==> src/rtl/ir_pkg.sv <==
// Shared definitions for the instruction assembly register and its beat counter.
package ir_pkg;
  localparam int IR_BUS_W_DEF = 8;
  localparam int IR_BEATS_DEF = 2;

  // Width of a beat/slice index; never zero so BEATS==1 still has a port.
  function automatic int sel_width(input int beats);
    return (beats <= 1) ? 1 : $clog2(beats);
  endfunction
endpackage

==> src/rtl/ir_beat_counter.sv <==
// Modulo-BEATS beat index counter; o_wrap flags that the next increment wraps to 0.
module ir_beat_counter
  import ir_pkg::*;
#(
  parameter  int BEATS = IR_BEATS_DEF,
  localparam int SEL_W = sel_width(BEATS)
) (
  input  logic             Clock,
  input  logic             Reset,
  input  logic             i_clr,
  input  logic             i_inc,
  output logic [SEL_W-1:0] o_cnt,
  output logic             o_wrap
);
  localparam logic [SEL_W-1:0] LAST = SEL_W'(BEATS - 1);

  logic [SEL_W-1:0] r_cnt;

  assign o_cnt  = r_cnt;
  assign o_wrap = (r_cnt == LAST);

  always_ff @(posedge Clock) begin
    if (Reset || i_clr)  r_cnt <= '0;
    else if (i_inc)      r_cnt <= o_wrap ? '0 : r_cnt + 1'b1;
  end
endmodule

==> src/rtl/instr_assembly_register.sv <==
// Assembles an IR_W-bit instruction from BEATS little-endian bus beats.
// IR_PREFETCH_EN: non-final beats may fill the shadow while IROut is still held.
module instr_assembly_register
  import ir_pkg::*;
#(
  parameter  int BUS_W = IR_BUS_W_DEF,
  parameter  int BEATS = IR_BEATS_DEF,
  localparam int IR_W  = BUS_W * BEATS,
  localparam int SEL_W = sel_width(BEATS)
) (
  input  logic             Clock,
  input  logic             Reset,
  input  logic [BUS_W-1:0] I,
  input  logic             InValid,
  output logic             InReady,
  input  logic             Write,
  input  logic [SEL_W-1:0] Sel,
  input  logic             Flush,
  input  logic             Consume,
  output logic [IR_W-1:0]  IROut,
  output logic             IRValid,
  output logic [SEL_W-1:0] BeatCnt
);
  logic [IR_W-1:0] r_ir;
  logic [IR_W-1:0] r_shadow;
  logic            r_vld;

  logic            w_final;
  logic            w_ir_free;
  logic            w_slot_ok;
  logic            w_take;
  logic [IR_W-1:0] w_asm;
  logic [IR_W-1:0] w_wr_ir;

  ir_beat_counter #(.BEATS(BEATS)) u_cnt (
    .Clock  (Clock),
    .Reset  (Reset),
    .i_clr  (Flush),
    .i_inc  (w_take),
    .o_cnt  (BeatCnt),
    .o_wrap (w_final)
  );

  assign w_ir_free = !r_vld || Consume;

`ifdef IR_PREFETCH_EN
  assign w_slot_ok = w_final ? w_ir_free : 1'b1;
`else
  assign w_slot_ok = w_ir_free;
`endif

  assign InReady = !Reset && !Write && !Flush && w_slot_ok;
  assign w_take  = InValid && InReady;

  // Shadow with the incoming beat dropped into its slot; for the final beat
  // this is the complete instruction.
  always_comb begin
    w_asm = r_shadow;
    w_asm[int'(BeatCnt)*BUS_W +: BUS_W] = I;
    w_wr_ir = r_ir;
    if (int'(Sel) < BEATS) w_wr_ir[int'(Sel)*BUS_W +: BUS_W] = I;
  end

  always_ff @(posedge Clock) begin
    if (Reset) begin
      r_ir     <= '0;
      r_shadow <= '0;
      r_vld    <= 1'b0;
    end else if (Flush) begin
      r_shadow <= '0;
      r_vld    <= 1'b0;
    end else begin
      if (Write) r_ir <= w_wr_ir;
      if (w_take && w_final) begin
        r_ir     <= w_asm;
        r_shadow <= '0;
        r_vld    <= 1'b1;
      end else begin
        if (w_take) r_shadow <= w_asm;
        if (Consume && r_vld) r_vld <= 1'b0;
      end
    end
  end

  assign IROut   = r_ir;
  assign IRValid = r_vld;
endmodule
==> config.mk <==
export PLATFORM = sky130hd
export DESIGN_NAME = instr_assembly_register
export DESIGN_NICKNAME = d
export VERILOG_FILES = /design/src/rtl/ir_pkg.sv /design/src/rtl/ir_beat_counter.sv /design/src/rtl/instr_assembly_register.sv
export SDC_FILE = /design/constraint.sdc
export NUM_CORES = 1
export LEC_CHECK = 0
export BUFFER_PORTS_ARGS = -buffer_cell sky130_fd_sc_hd__buf_2
export CAP_MARGIN = 40
export CORE_MARGIN = 2
export CORE_UTILIZATION = 55
export CTS_BUF_LIST = sky130_fd_sc_hd__clkbuf_2
export DETAILED_ROUTE_END_ITERATION = 6
export GPL_TIMING_DRIVEN = 0
export PLACE_DENSITY = 0.93
export SETUP_SLACK_MARGIN = 0.2
export SLEW_MARGIN = 5
export SYNTH_ARGS = -nofsm -noshare
export SYNTH_HDL_FRONTEND = slang
export SYNTH_HIERARCHICAL = 1
export SYNTH_SLANG_ARGS = --single-unit
==> constraint.sdc <==
create_clock -name Clock -period 2.2 [get_ports Clock]
set_input_delay 0.11 -clock Clock [delete_from_list [all_inputs] [get_ports Clock]]
set_output_delay 0.11 -clock Clock [all_outputs]
set_load 0.01 [all_outputs]
==> impl_metrics.json <==
{
  "clk_pin_slew_ns": 0.17,
  "slew_viol_final": 0,
  "via_per_inst": 5.77,
  "syn_area_per_cell_sq_um": 10.2,
  "cp_top_family": "buffers and inverters",
  "cts_tree": "built",
  "routed_wl_mm": 3.57,
  "grt_pass1_wl_mm": 5.93,
  "hold_viol_final": 0,
  "synth_area_sq_um": 1560,
  "critPathRequiredTime_ns": 2.50,
  "clk_latency_ns": 0.39,
  "p_leak_nw": 0.765,
  "nets": 214,
  "switching_share_pct": 25.3,
  "slowest_delay_ns": 0.55,
  "dp_cells": 218,
  "diodes": 0,
  "ys_types": 28,
  "grt_usage_pct": 23.8,
  "grt_antenna_before_repair": 0,
  "comb_power_share_pct": 11.0,
  "grt_overflow_total": 0,
  "num_vias": 1326,
  "ys_ff_latch": 34,
  "grt_pass1_vias": 1305,
  "clockRootBuffer": "clkbuf_2",
  "max-vdd-ir-drop_mv": 0.486,
  "yosys.area.top_type": "dfxtp_1",
  "internal_power_uw": 872,
  "drive_above_1_share_pct": 30.7,
  "synth-seq-area-share_pct": 43.7,
  "area_growth_pct": 20.1,
  "detail_route.first_pass.iterations": 4,
  "die_w_um": 57.2,
  "hold_class": "in2reg",
  "ctsHtreeMaxLevel": 2,
  "cts_sinks": 34,
  "start_kind": "input pin",
  "power.density_nw_per_um2": 624,
  "worstMarginPinSlew_ns": 0.493,
  "relSlewSlack_pct": 67.0,
  "clock_skew_ns": 0.0124,
  "critPathSlowestCell": "dlygate4sd3_1",
  "row_count": 19,
  "ant_nets": 0,
  "maxCapViolCount": 0,
  "status": "complete, no violations",
  "core_sq_um": 2730,
  "port_buffers": 33,
  "path_max_fanout": 9,
  "clk_path_buf_depth": 2,
  "yosysWarningCount": 6,
  "yosys.area.top_type_share_pct": 43.7,
  "hpwl_mm": 2.59,
  "pin_count": 34,
  "p_seq_share_pct": 55.0,
  "switchingPower_uw": 295,
  "rsz0062_at_grt": "false",
  "crit_type": "in2reg",
  "path_buf_inv": 4,
  "route.detailed.drc": 0,
  "setup_viol": 0,
  "cp_cell_sequence": "dlygate4sd3_1 > buf_2 > buf_6 > nor3_1 > and3_1 > xnor2_1 > nor3_2 > dlygate4sd3_1",
  "syn-num-nets": 168,
  "post_dp_cell_area_sq_um": 1770,
  "period_share_pct": 83.2,
  "stdcell_area_sq_um": 1870,
  "critPathArrivalTime_ns": 2.13,
  "instances_no_fill": 230,
  "cts_buffers": 5,
  "fin_tns_setup_ns": 0,
  "cp_common_cell": "dlygate4sd3_1",
  "drtIter0Drc": 26,
  "endpoint_kind": "flip-flop",
  "initial_core_util_pct": 57.0,
  "fp.dieArea_sq_um": 3270,
  "fin_util_pct": 68.4,
  "die_h_um": 57.2,
  "clock_power_share_pct": 34.0,
  "gp_congestion": 0.820,
  "synthTopCellsByArea": "dfxtp_1 44%, mux2i_1 21%, nor2_1 7.7%",
  "grt_max_degree": 11,
  "fin_crit_ns": 1.83,
  "fmax_mhz": 546,
  "syn_inst": 153,
  "avgRoutedWirePerCell_um": 15.5
}
==> cell usage after synthesis <==
master and count:
nand4b_1 1, and4_1 1, mux2i_1 32, and3_1 1, xnor2_1 1, o31ai_4 1, nand3b_1 2, dfxtp_1 34
a21oi_1 1, clkbuf_1 2, nor2_1 32, and2b_1 1, a2111oi_0 3, clkbuf_2 2, buf_4 2, or2_1 1
buf_2 3, or2_2 2, buf_6 3, a211oi_2 1, nor4b_4 1, nand2b_1 1, a2111oi_1 5, nor3_4 1
a211oi_1 7, nor3_1 10, nor3_2 1, nor3b_1 1
==> cell families after synthesis <==
group           after synthesis  share of synthesized area (%)
flops                        34                           43.7
buf+inv                      12                           5.22
mux                          32                           20.6
compound gates               18                           10.8
simple gates                 56                           19.2
xor+xnor                      1                          0.562
==> area by class of cell <==
class | instances | area, sq um
clock inverters | 2 | 33.8
clock buffers | 5 | 25.0
flip-flops and latches | 34 | 681
fillers | 212 | 863
multi-input cells | 107 | 797
plain buffers | 12 | 82.6
well taps | 31 | 38.8
repair buffers | 39 | 213
==> power by group through the flow <==
| stage | sequential [mW] | combinational [mW] | clock [mW] |
|---|---|---|---|
| 2_1_floorplan | 0.662 | 0.0630 | 0 |
| 3_3_place_gp | 0.653 | 0.119 | 0 |
| 3_5_place_dp | 0.655 | 0.125 | 0 |
| 4_1_cts | 0.642 | 0.127 | 0.393 |
| 5_1_grt | 0.644 | 0.141 | 0.416 |
| 6_report | 0.642 | 0.129 | 0.396 |
==> sequential cells by signal, indices dropped and copies added (netlist names) <==
signal and count:
IRValid 1, u_cnt/o_cnt 1, r_shadow 16, IROut 16
==> cells in the final DEF, fill, tap and decap left out, drive strengths merged <==
cell,instances
buf,45
dfxtp,34
mux2i,32
nor2,32
nor3,12
clkbuf,9
a211oi,8
a2111oi,8
or2,3
nand3b,2
dlygate4sd3,2
nand2b,1
and3,1
and2b,1
nor3b,1
nor4b,1
o31ai,1
and4,1
nand4b,1
a21oi,1
clkinv,1
bufinv,1
xnor2,1
==> repair_timing <==
item	CTS	global route
endpoints found under the hold margin	1	0
hold buffers	2	0
setup buffers	0	3
setup endpoints to repair	0	25
resized for setup	0	3
==> per-stage QoR <==
stage	power, mW	hold WS [ns]	setup WS (ns)
2_1_floorplan	0.725	0.179	0.532
3_3_place_gp	0.772	0.305	0.374
3_5_place_dp	0.779	0.318	0.277
4_1_cts	1.16	0.00509	0.248
5_1_grt	1.20	0.0312	0.266
6_report	1.17	0.00812	0.369
==> routing by layer <==
layer / track usage (%) / wire, um / vias to the layer above
met5: 0 / 0 / -
met4: 9.63 / 57 / 0
li1: - / - / 642
met2: 43.7 / 1820 / 38
met1: 25.9 / 1510 / 637
met3: 6.35 / 179 / 9
==> worst min-delay path, delay by kind of cell <==
family	cells	cell delay [ns]
buffers and inverters	1	0.12
muxes	1	0.07
and+or+nand+nor	1	0.07
==> worst paths after layout <==
path	depth (start not counted)	slack [ns]	startpoint	end
min reg2reg	2	0.52	r_shadow[3]	r_shadow[3]
max	8	0.37	Reset	u_cnt/o_cnt
min	3	0.008	I[0]	r_shadow[0]
max reg2reg	7	0.46	u_cnt/o_cnt	IROut[11]
No activity file was read; power rests on OpenSTA's default activity.
